$ cat config.mk
export PLATFORM = sky130hd
export DESIGN_NAME = ps2_key_decoder_flat
export DESIGN_NICKNAME = d
export VERILOG_FILES = /design/src/rtl/ps2_key_decoder_if.sv /design/src/rtl/ps2_key_decoder.sv /design/src/flat_wrapper.sv
export SDC_FILE = /design/constraint.sdc
export NUM_CORES = 1
export LEC_CHECK = 0
export CAP_MARGIN = 40
export CORE_ASPECT_RATIO = 0.9
export CORE_MARGIN = 2
export CORE_UTILIZATION = 55
export DETAILED_ROUTE_END_ITERATION = 10
export HOLD_SLACK_MARGIN = 0.15
export PLACE_DENSITY_LB_ADDON = 0.05
export SYNTH_ARGS = -nofsm -noshare
export SYNTH_HDL_FRONTEND = slang
export SYNTH_SLANG_ARGS = --single-unit
$ cat constraint.sdc
create_clock -name clk -period 4.5 [get_ports clk]
set_clock_uncertainty 0.05 [all_clocks]
set_input_delay 0.9 -clock clk [delete_from_list [all_inputs] [get_ports clk]]
set_output_delay 0.9 -clock clk [all_outputs]
set_load 0.01 [all_outputs]
$ cat src/rtl/ps2_key_decoder_if.sv
// rtl/ps2_key_decoder_if.sv - key event bundle from the PS/2 decoder to the game control logic
interface ps2_key_decoder_if;
    logic       key_valid;
    logic [7:0] key_code;
    logic       key_ext;
    logic       key_release;
    logic       key_left;
    logic       key_right;
    logic       key_up;
    logic       key_down;
    logic       key_enter;
    logic       key_esc;
    logic       parity_err;
    logic       frame_err;

    modport master (
        output key_valid, key_code, key_ext, key_release,
        output key_left, key_right, key_up, key_down, key_enter, key_esc,
        output parity_err, frame_err
    );

    modport slave (
        input key_valid, key_code, key_ext, key_release,
        input key_left, key_right, key_up, key_down, key_enter, key_esc,
        input parity_err, frame_err
    );
endinterface

$ cat src/rtl/ps2_key_decoder.sv
// rtl/ps2_key_decoder.sv - PS/2 keyboard receiver: sync, clock filter, frame check, prefix strip, nav strobes
module ps2_key_decoder #(
    parameter int FILTER_LEN  = 8,
    parameter int TIMEOUT_CYC = 200000
) (
    input  logic                  clk,
    input  logic                  rst_n,
    input  logic                  ps2_clk,
    input  logic                  ps2_data,
    ps2_key_decoder_if.master     ev
);
    localparam int CW = $clog2(TIMEOUT_CYC + 1);
    localparam logic [CW-1:0] TMO = CW'(TIMEOUT_CYC);

    typedef enum logic [1:0] {S_IDLE, S_DATA, S_PARITY, S_STOP} state_t;

    logic                  clk_s1, clk_s2, dat_s1, dat_s2;
    logic [FILTER_LEN-1:0] filt_sr;
    logic                  filt_clk;
    logic                  tick;

    state_t          state, state_nxt;
    logic [2:0]      bit_cnt, bit_cnt_nxt;
    logic [7:0]      shreg, sh_nxt;
    logic            par_bit, par_nxt;
    logic [CW-1:0]   idle_cnt, cnt_nxt;
    logic            timeout, byte_ok, perr_c, ferr_c;

    logic            ext_flag, brk_flag;
    logic            kv_q, ext_q, rel_q, pe_q, fe_q;
    logic [7:0]      code_q;
    logic [5:0]      nav_q;
    logic            ignored;

    always_ff @(posedge clk or negedge rst_n) begin
        if (!rst_n) begin
            clk_s1   <= 1'b1;
            clk_s2   <= 1'b1;
            dat_s1   <= 1'b1;
            dat_s2   <= 1'b1;
            filt_sr  <= '1;
            filt_clk <= 1'b1;
        end else begin
            clk_s1  <= ps2_clk;
            clk_s2  <= clk_s1;
            dat_s1  <= ps2_data;
            dat_s2  <= dat_s1;
            filt_sr <= {filt_sr[FILTER_LEN-2:0], clk_s2};
            if (&filt_sr)
                filt_clk <= 1'b1;
            else if (~|filt_sr)
                filt_clk <= 1'b0;
        end
    end

    // Tick is the single cycle in which the filtered clock is about to drop.
    assign tick = filt_clk && (~|filt_sr);

    always_ff @(posedge clk or negedge rst_n) begin
        if (!rst_n) begin
            state    <= S_IDLE;
            bit_cnt  <= '0;
            shreg    <= '0;
            par_bit  <= 1'b0;
            idle_cnt <= '0;
        end else begin
            state    <= state_nxt;
            bit_cnt  <= bit_cnt_nxt;
            shreg    <= sh_nxt;
            par_bit  <= par_nxt;
            idle_cnt <= cnt_nxt;
        end
    end

    always_comb begin
        state_nxt   = state;
        bit_cnt_nxt = bit_cnt;
        sh_nxt      = shreg;
        par_nxt     = par_bit;
        byte_ok     = 1'b0;
        perr_c      = 1'b0;
        ferr_c      = 1'b0;
        cnt_nxt     = tick ? '0 : ((idle_cnt == TMO) ? idle_cnt : idle_cnt + 1'b1);
        timeout     = (state != S_IDLE) && (cnt_nxt == TMO);
        if (tick) begin
            case (state)
                S_IDLE: begin
                    if (!dat_s2) begin
                        state_nxt   = S_DATA;
                        bit_cnt_nxt = '0;
                    end else begin
                        ferr_c = 1'b1;
                    end
                end
                S_DATA: begin
                    sh_nxt      = {dat_s2, shreg[7:1]};
                    bit_cnt_nxt = bit_cnt + 3'd1;
                    if (bit_cnt == 3'd7)
                        state_nxt = S_PARITY;
                end
                S_PARITY: begin
                    par_nxt   = dat_s2;
                    state_nxt = S_STOP;
                end
                default: begin
                    state_nxt = S_IDLE;
                    // A bad stop bit outranks a parity failure.
                    if (!dat_s2)
                        ferr_c = 1'b1;
                    else if (!(^{shreg, par_bit}))
                        perr_c = 1'b1;
                    else
                        byte_ok = 1'b1;
                end
            endcase
        end else if (timeout) begin
            state_nxt   = S_IDLE;
            ferr_c      = 1'b1;
            bit_cnt_nxt = '0;
            sh_nxt      = '0;
        end
    end

    always_comb begin
        case (shreg)
            8'h00, 8'hAA, 8'hEE, 8'hFA, 8'hFE, 8'hFF: ignored = 1'b1;
            default:                                  ignored = 1'b0;
        endcase
    end

    always_ff @(posedge clk or negedge rst_n) begin
        if (!rst_n) begin
            ext_flag <= 1'b0;
            brk_flag <= 1'b0;
            kv_q     <= 1'b0;
            code_q   <= '0;
            ext_q    <= 1'b0;
            rel_q    <= 1'b0;
            nav_q    <= '0;
            pe_q     <= 1'b0;
            fe_q     <= 1'b0;
        end else begin
            kv_q  <= 1'b0;
            nav_q <= '0;
            pe_q  <= perr_c;
            fe_q  <= ferr_c;
            if (perr_c || ferr_c) begin
                ext_flag <= 1'b0;
                brk_flag <= 1'b0;
            end else if (byte_ok) begin
                if (shreg == 8'hE0) begin
                    ext_flag <= 1'b1;
                end else if (shreg == 8'hF0) begin
                    brk_flag <= 1'b1;
                end else begin
                    ext_flag <= 1'b0;
                    brk_flag <= 1'b0;
                    if (!ignored) begin
                        kv_q   <= 1'b1;
                        code_q <= shreg;
                        ext_q  <= ext_flag;
                        rel_q  <= brk_flag;
                        nav_q  <= {brk_flag && shreg == 8'h6B, brk_flag && shreg == 8'h74,
                                   brk_flag && shreg == 8'h75, brk_flag && shreg == 8'h72,
                                   brk_flag && shreg == 8'h5A, brk_flag && shreg == 8'h76};
                    end
                end
            end
        end
    end

    assign ev.key_valid   = kv_q;
    assign ev.key_code    = code_q;
    assign ev.key_ext     = ext_q;
    assign ev.key_release = rel_q;
    assign ev.key_left    = nav_q[5];
    assign ev.key_right   = nav_q[4];
    assign ev.key_up      = nav_q[3];
    assign ev.key_down    = nav_q[2];
    assign ev.key_enter   = nav_q[1];
    assign ev.key_esc     = nav_q[0];
    assign ev.parity_err  = pe_q;
    assign ev.frame_err   = fe_q;
endmodule

$ cat src/flat_wrapper.sv
// flat-port wrapper written by rule: the top's interface ports become plain ports
module ps2_key_decoder_flat 
#(
    parameter int FILTER_LEN  = 8,
    parameter int TIMEOUT_CYC = 200000
)
  (clk, rst_n, ps2_clk, ps2_data, ev_key_valid, ev_key_code, ev_key_ext, ev_key_release, ev_key_left, ev_key_right, ev_key_up, ev_key_down, ev_key_enter, ev_key_esc, ev_parity_err, ev_frame_err);
  ps2_key_decoder_if ev_i ();
  input  logic clk;
  input  logic rst_n;
  input  logic ps2_clk;
  input  logic ps2_data;
  output wire logic [$bits(ev_i.key_valid)-1:0] ev_key_valid;
  output wire logic [$bits(ev_i.key_code)-1:0] ev_key_code;
  output wire logic [$bits(ev_i.key_ext)-1:0] ev_key_ext;
  output wire logic [$bits(ev_i.key_release)-1:0] ev_key_release;
  output wire logic [$bits(ev_i.key_left)-1:0] ev_key_left;
  output wire logic [$bits(ev_i.key_right)-1:0] ev_key_right;
  output wire logic [$bits(ev_i.key_up)-1:0] ev_key_up;
  output wire logic [$bits(ev_i.key_down)-1:0] ev_key_down;
  output wire logic [$bits(ev_i.key_enter)-1:0] ev_key_enter;
  output wire logic [$bits(ev_i.key_esc)-1:0] ev_key_esc;
  output wire logic [$bits(ev_i.parity_err)-1:0] ev_parity_err;
  output wire logic [$bits(ev_i.frame_err)-1:0] ev_frame_err;
  assign ev_key_valid = ev_i.key_valid;
  assign ev_key_code = ev_i.key_code;
  assign ev_key_ext = ev_i.key_ext;
  assign ev_key_release = ev_i.key_release;
  assign ev_key_left = ev_i.key_left;
  assign ev_key_right = ev_i.key_right;
  assign ev_key_up = ev_i.key_up;
  assign ev_key_down = ev_i.key_down;
  assign ev_key_enter = ev_i.key_enter;
  assign ev_key_esc = ev_i.key_esc;
  assign ev_parity_err = ev_i.parity_err;
  assign ev_frame_err = ev_i.frame_err;
  ps2_key_decoder #(.FILTER_LEN(FILTER_LEN), .TIMEOUT_CYC(TIMEOUT_CYC)) u_core (.clk(clk), .rst_n(rst_n), .ps2_clk(ps2_clk), .ps2_data(ps2_data), .ev(ev_i));
endmodule
Yosys cells after proc, flatten, opt, wreduce, memory -nomap -nowiden --
Index checks and enable logic that the tools add are counted.
Operators by class: add/subtract/negate cells 2, equality and inequality tests 25, mux-type cells 48, bitwise operators 4, reduce and logical (&&, ||, !) cells 28
Operators with widths (count):
- == test 8 bit (second input constant) | 7
- == test 8 x 7 -> 1 bit (second input constant) | 6
- == test 18 bit (second input constant) | 2
- two-way mux 18 bit | 2
- two-way mux 6 bit | 5
- two-way mux 1 bit | 28
- two-way mux 8 bit | 3
- adder 18 x 1 -> 18 bit (second input constant) | 1
- two-way mux 3 bit | 3
- inequality test 3 bit (second input constant) | 3
- XOR reduction 9 bit | 1
- logical AND 1 bit | 8
- zero test 8 bit | 1
- two-way mux 2 bit | 4
- AND reduction 2 bit | 4
- AND reduction 8 bit | 1
- OR reduction 8 bit | 1
- one-hot mux 2 bit (3 select lines) | 1
- one-hot mux 3 bit (2 select lines) | 1
- AND reduction 3 bit | 2
- nonzero test 2 bit | 3
- OR reduction 6 bit | 1
- AND reduction 5 bit | 1
- inequality test 2 x 1 -> 1 bit (second input constant) | 2
- other kinds (13) | 16
Word-level totals: register bits 66, output and inout port bits 19, word-level logic and storage cells 127

Logic depth before layout (Yosys ltp) --
depth in word-level cells 11, mapped depth 12

Worst setup path before layout --
No wires, ideal clock.
path kind flip-flop to flip-flop, start reg u_core.idle_cnt[3], end reg u_core.state[0], setup time 120 ps, arrival time 2675 ps, setup slack 1654 ps, cell stages (with the launch flop) 9, path buffers 2, cell sequence dfrtp_1 > buf_6 > or4b_1 > or4_4 > nor4_4 > mux2i_1 > nor4_4 > buf_6 > nor2_1
On the way: word-level cells in the longest chain between the ends 7, elaborated cells between the ends (all ways) 8
RTL lines:
- start: declaration | RTL line ps2_key_decoder.sv:26 | logic [CW-1:0] idle_cnt, cnt_nxt;
- start signal: assignment | RTL line ps2_key_decoder.sv:71 | idle_cnt <= cnt_nxt;
- adder 18 x 1 -> 18 bit / == test 18 bit (equally long branches) | RTL line ps2_key_decoder.sv:83 | cnt_nxt = tick ? '0 : ((idle_cnt == TMO) ? idle_cnt : idle_cnt + 1'b1);
- two-way mux 18 bit * (2 in series) | RTL line ps2_key_decoder.sv:83
- == test 18 bit * | RTL line ps2_key_decoder.sv:84 | timeout = (state != S_IDLE) && (cnt_nxt == TMO);
- logical AND 1 bit * | RTL line ps2_key_decoder.sv:84
- nonzero test 2 bit (no line) *
- AND reduction 3 bit (no line) *
- end signal: assignment | RTL line ps2_key_decoder.sv:67 | state <= state_nxt;
- end: declaration | RTL line ps2_key_decoder.sv:22 | state_t state, state_nxt;
Every way passes the cells marked *; elsewhere a longest branch is shown, timed or not. A chain may end at the register's enable or synchronous reset.

Worst setup path after layout --
start reg u_core.idle_cnt[3], end reg u_core.shreg[1]
On the way: word-level cells in the longest chain between the ends 7, elaborated cells between the ends (all ways) 8
RTL lines:
- adder 18 x 1 -> 18 bit / == test 18 bit (equally long branches) | RTL line ps2_key_decoder.sv:83
- two-way mux 18 bit * (2 in series) | RTL line ps2_key_decoder.sv:83
- == test 18 bit * | RTL line ps2_key_decoder.sv:84
- logical AND 1 bit * | RTL line ps2_key_decoder.sv:84
- nonzero test 2 bit (no line) *
- AND reduction 2 bit (no line) *
- end signal: assignment | RTL line ps2_key_decoder.sv:69 | shreg <= sh_nxt;
- end: declaration | RTL line ps2_key_decoder.sv:24 | logic [7:0] shreg, sh_nxt;
Marks and branches as above.

==> impl_metrics.tcl <==
set metrics [dict create \
    wl_met1_mm 3.15 \
    hold_viol 0 \
    post_cts.repair.setup_buffers 0 \
    timing.final.crit_share_pct 73.7 \
    path_class "flop to flop" \
    hpwl_mm 4.35 \
    cts_hold_buf 0 \
    antenna_left 0 \
    required_ps 4630 \
    critPathLaunch "u_core.idle_cnt[3]" \
    final.setup.tns_ps 0 \
    diodes 0 \
    maxUsedRoutingLayer "met4" \
    yosys-top-cells-area "dfrtp_1 (40%), dfstp_2 (10%), xnor2_1 (4.2%)" \
    grt_pass1_wl_mm 11.2 \
    met3WireLength_um 182 \
    start_util_pct 57.4 \
    synthCells 319 \
    antenna_found_initial 0 \
    drt_iter0_markers 168 \
    wl_met2_mm 2.97 \
    stdcell_count 409 \
    synth-async-reset-ratio_pct 100 \
    fill_cells 464 \
    dp_cells 393 \
    netlist.area_leader.share_pct 40.1 \
    hp-start "u_core.clk_s1" \
    violations "design-rule violations" \
    htreeDepth 3 \
    cts_buffers 9 \
    holdPathStages 0 \
    first_pass_iters 7 \
    wirelength_mm 6.40 \
    crit_arrival_ps 3450 \
    cts_buffer_depth 2 \
    synth_area_mm2 0.00331 \
    crit_path_end_kind "flop" \
    total_power_w 0.00130 \
    dieWidth_um 85.7 \
    post-route-drc-count 1 \
    synth_seq_area_share_pct 50.5 \
    setup_viol 0 \
    gr-total-overflow 0 \
    ir_drop_mv 0.222 \
    clk_pin_slew_worst_paths_ps 90 \
    synth-edff-count 0 \
    maxCapViolCount 0 \
    cts_root_buf "clkbuf_8" \
    cts_tree "built" \
    reg2reg_depth 6 \
    drive_gt1_share_pct 16.8 \
    fmax_mhz 302 \
    cts.repair.resized 0 \
    hold_class "flop to flop" \
    synth.avg_cell_area_um2 10.4 \
    syn2layout_area_growth_pct 13.7 \
    cp-start-kind "flop" \
    synth.distinct_cells 46 \
    ys_ff_latch 66 \
    rsz0062_at_grt "no" \
    gp_congestion 0.776 \
    die_area_mm2 0.00665 \
    rows 26 \
    outcome "complete, but fails checks" \
    dpl_cell_area_mm2 0.00354 \
    fin_nets 347 \
    die_height_um 77.5 \
    cts_sinks 66 \
    slew_headroom_pct 44.0 \
    grt_max_degree 35 \
    finalCriticalPeriod_ps 3310 \
    report.final.slew_viol_count 0 \
    num_io_pins 23 \
    portBuffers 22 \
    vias 2348 \
    vias_per_cell 5.74 \
    reg2reg_from "u_core.idle_cnt[3]" \
    leakage_nw 1.61 \
    syn-num-nets 332 \
    routedWlPerCell_um 15.7 \
    core_area_mm2 0.00576 \
    cp_max_fo 13 \
    clk_latency_ps 360 \
    synth_warnings 0 \
    yosys.area.top_type "dfrtp_1" \
    grt_pass1_vias 2292 \
    power_density_mw_per_mm2 346 \
    synthFlopType "dfrtp_1" \
    worst_pin_slew_ps 834 \
    groute.usage.overall_pct 21.5 \
    final_area_mm2 0.00376 \
]
[through the flow]
stage	hold slack (ps)	setup slack [ps]	util (%)
floorplan	295	1650	-
global placement	296	1260	61.4
detailed placement	297	1170	61.4
CTS	308	1140	65.3
global route	309	898	65.3
finish	302	1190	65.3
[power breakdown]
part	internal (W)	switching (W)	total (W)
combinational	0.0000362	0.0000494	0.0000856
sequential	0.000626	0.0000446	0.000671
clock	0.000294	0.000249	0.000543
total	0.000956	0.000343	0.00130
[kinds of logic (layout without fill, tap and decap cells)]
kind of cell,Yosys count,in the layout,synth area share [%]
simple gates,133,133,21.8
flops,66,66,50.5
buf+inv,35,55,4.43
compound gates,34,34,7.38
xor+xnor,25,25,7.04
mux,17,17,5.53
fa+ha+maj,9,9,3.41
[layout by cell type, fill, tap and decap left out, types with 3 or more instances in the layout]
master and instances:
xnor2_1 16, nand4_1 7, mux2i_1 7, and3_1 3
a21oi_1 9, clkbuf_8 9, nor2_1 27, clkdlybuf4s50_1 21
nor4_1 5, a21oi_2 6, nand2_1 29, dfrtp_1 53
o31ai_1 3, ha_1 9, inv_1 14, nand2b_1 3
o21ai_0 6, nor3_1 13, xor2_1 8, buf_4 3
clkinv_4 3, dfstp_2 13, nand3_1 18, or4_1 4
or3_1 6, mux2_2 10, o221ai_1 3
[metal layers]
layer / vias to the layer above / track usage (%)
li1: 1149 / -
met1: 1151 / 30.1
met2: 38 / 33.0
met3: 10 / 4.79
met4: 0 / 7.62
met5: - / 0
[cells in the mapped netlist (3+ instances only)]
| master | number |
|---|---|
| a21oi_1 | 9 |
| a21oi_2 | 6 |
| and3_1 | 3 |
| clkbuf_1 | 17 |
| dfrtp_1 | 53 |
| dfstp_2 | 13 |
| ha_1 | 9 |
| inv_1 | 14 |
| mux2_2 | 10 |
| mux2i_1 | 7 |
| nand2_1 | 29 |
| nand2b_1 | 3 |
| nand3_1 | 18 |
| nand4_1 | 7 |
| nor2_1 | 27 |
| nor3_1 | 13 |
| nor4_1 | 5 |
| o21ai_0 | 6 |
| o221ai_1 | 3 |
| o31ai_1 | 3 |
| or3_1 | 6 |
| or4_1 | 4 |
| xnor2_1 | 16 |
| xor2_1 | 8 |
[final timing paths]
kind	to	slack, ps
min in group asynchronous	u_core.idle_cnt[17]	530
hold reg to reg	u_core.clk_s2	300
max in group asynchronous	u_core.dat_s1	2910
setup reg to reg	u_core.shreg[1]	1190
setup / recovery	u_core.shreg[1]	1190
hold / removal	u_core.clk_s2	300
[area by class of cell]
class / instances / area (um^2) / area share [%]
inverters: 14 / 52.6 / 1.40
repair buffers: 25 / 238 / 6.32
clock buffers: 10 / 149 / 3.96
multi-input cells: 218 / 1490 / 39.7
flip-flops and latches: 66 / 1670 / 44.4
clock inverters: 6 / 72.6 / 1.93
well taps: 70 / 87.6 / 2.33
[flip-flops by register name, indices dropped and copies added (netlist names), 2 cells and up]
signal              flops
u_core.state            2
u_core.ev.key_code      8
u_core.idle_cnt        18
u_core.nav_q            6
u_core.shreg            8
u_core.filt_sr          8
u_core.bit_cnt          3
[critical path, stage by stage (launching register included)]
cell and delay [ps]:
dfrtp_1 460, or4b_1 560, or4_4 510, nor4_4 430
mux2i_1 220, nor4_4 790, a21oi_1 120
Power figures use the tool's default switching activity.
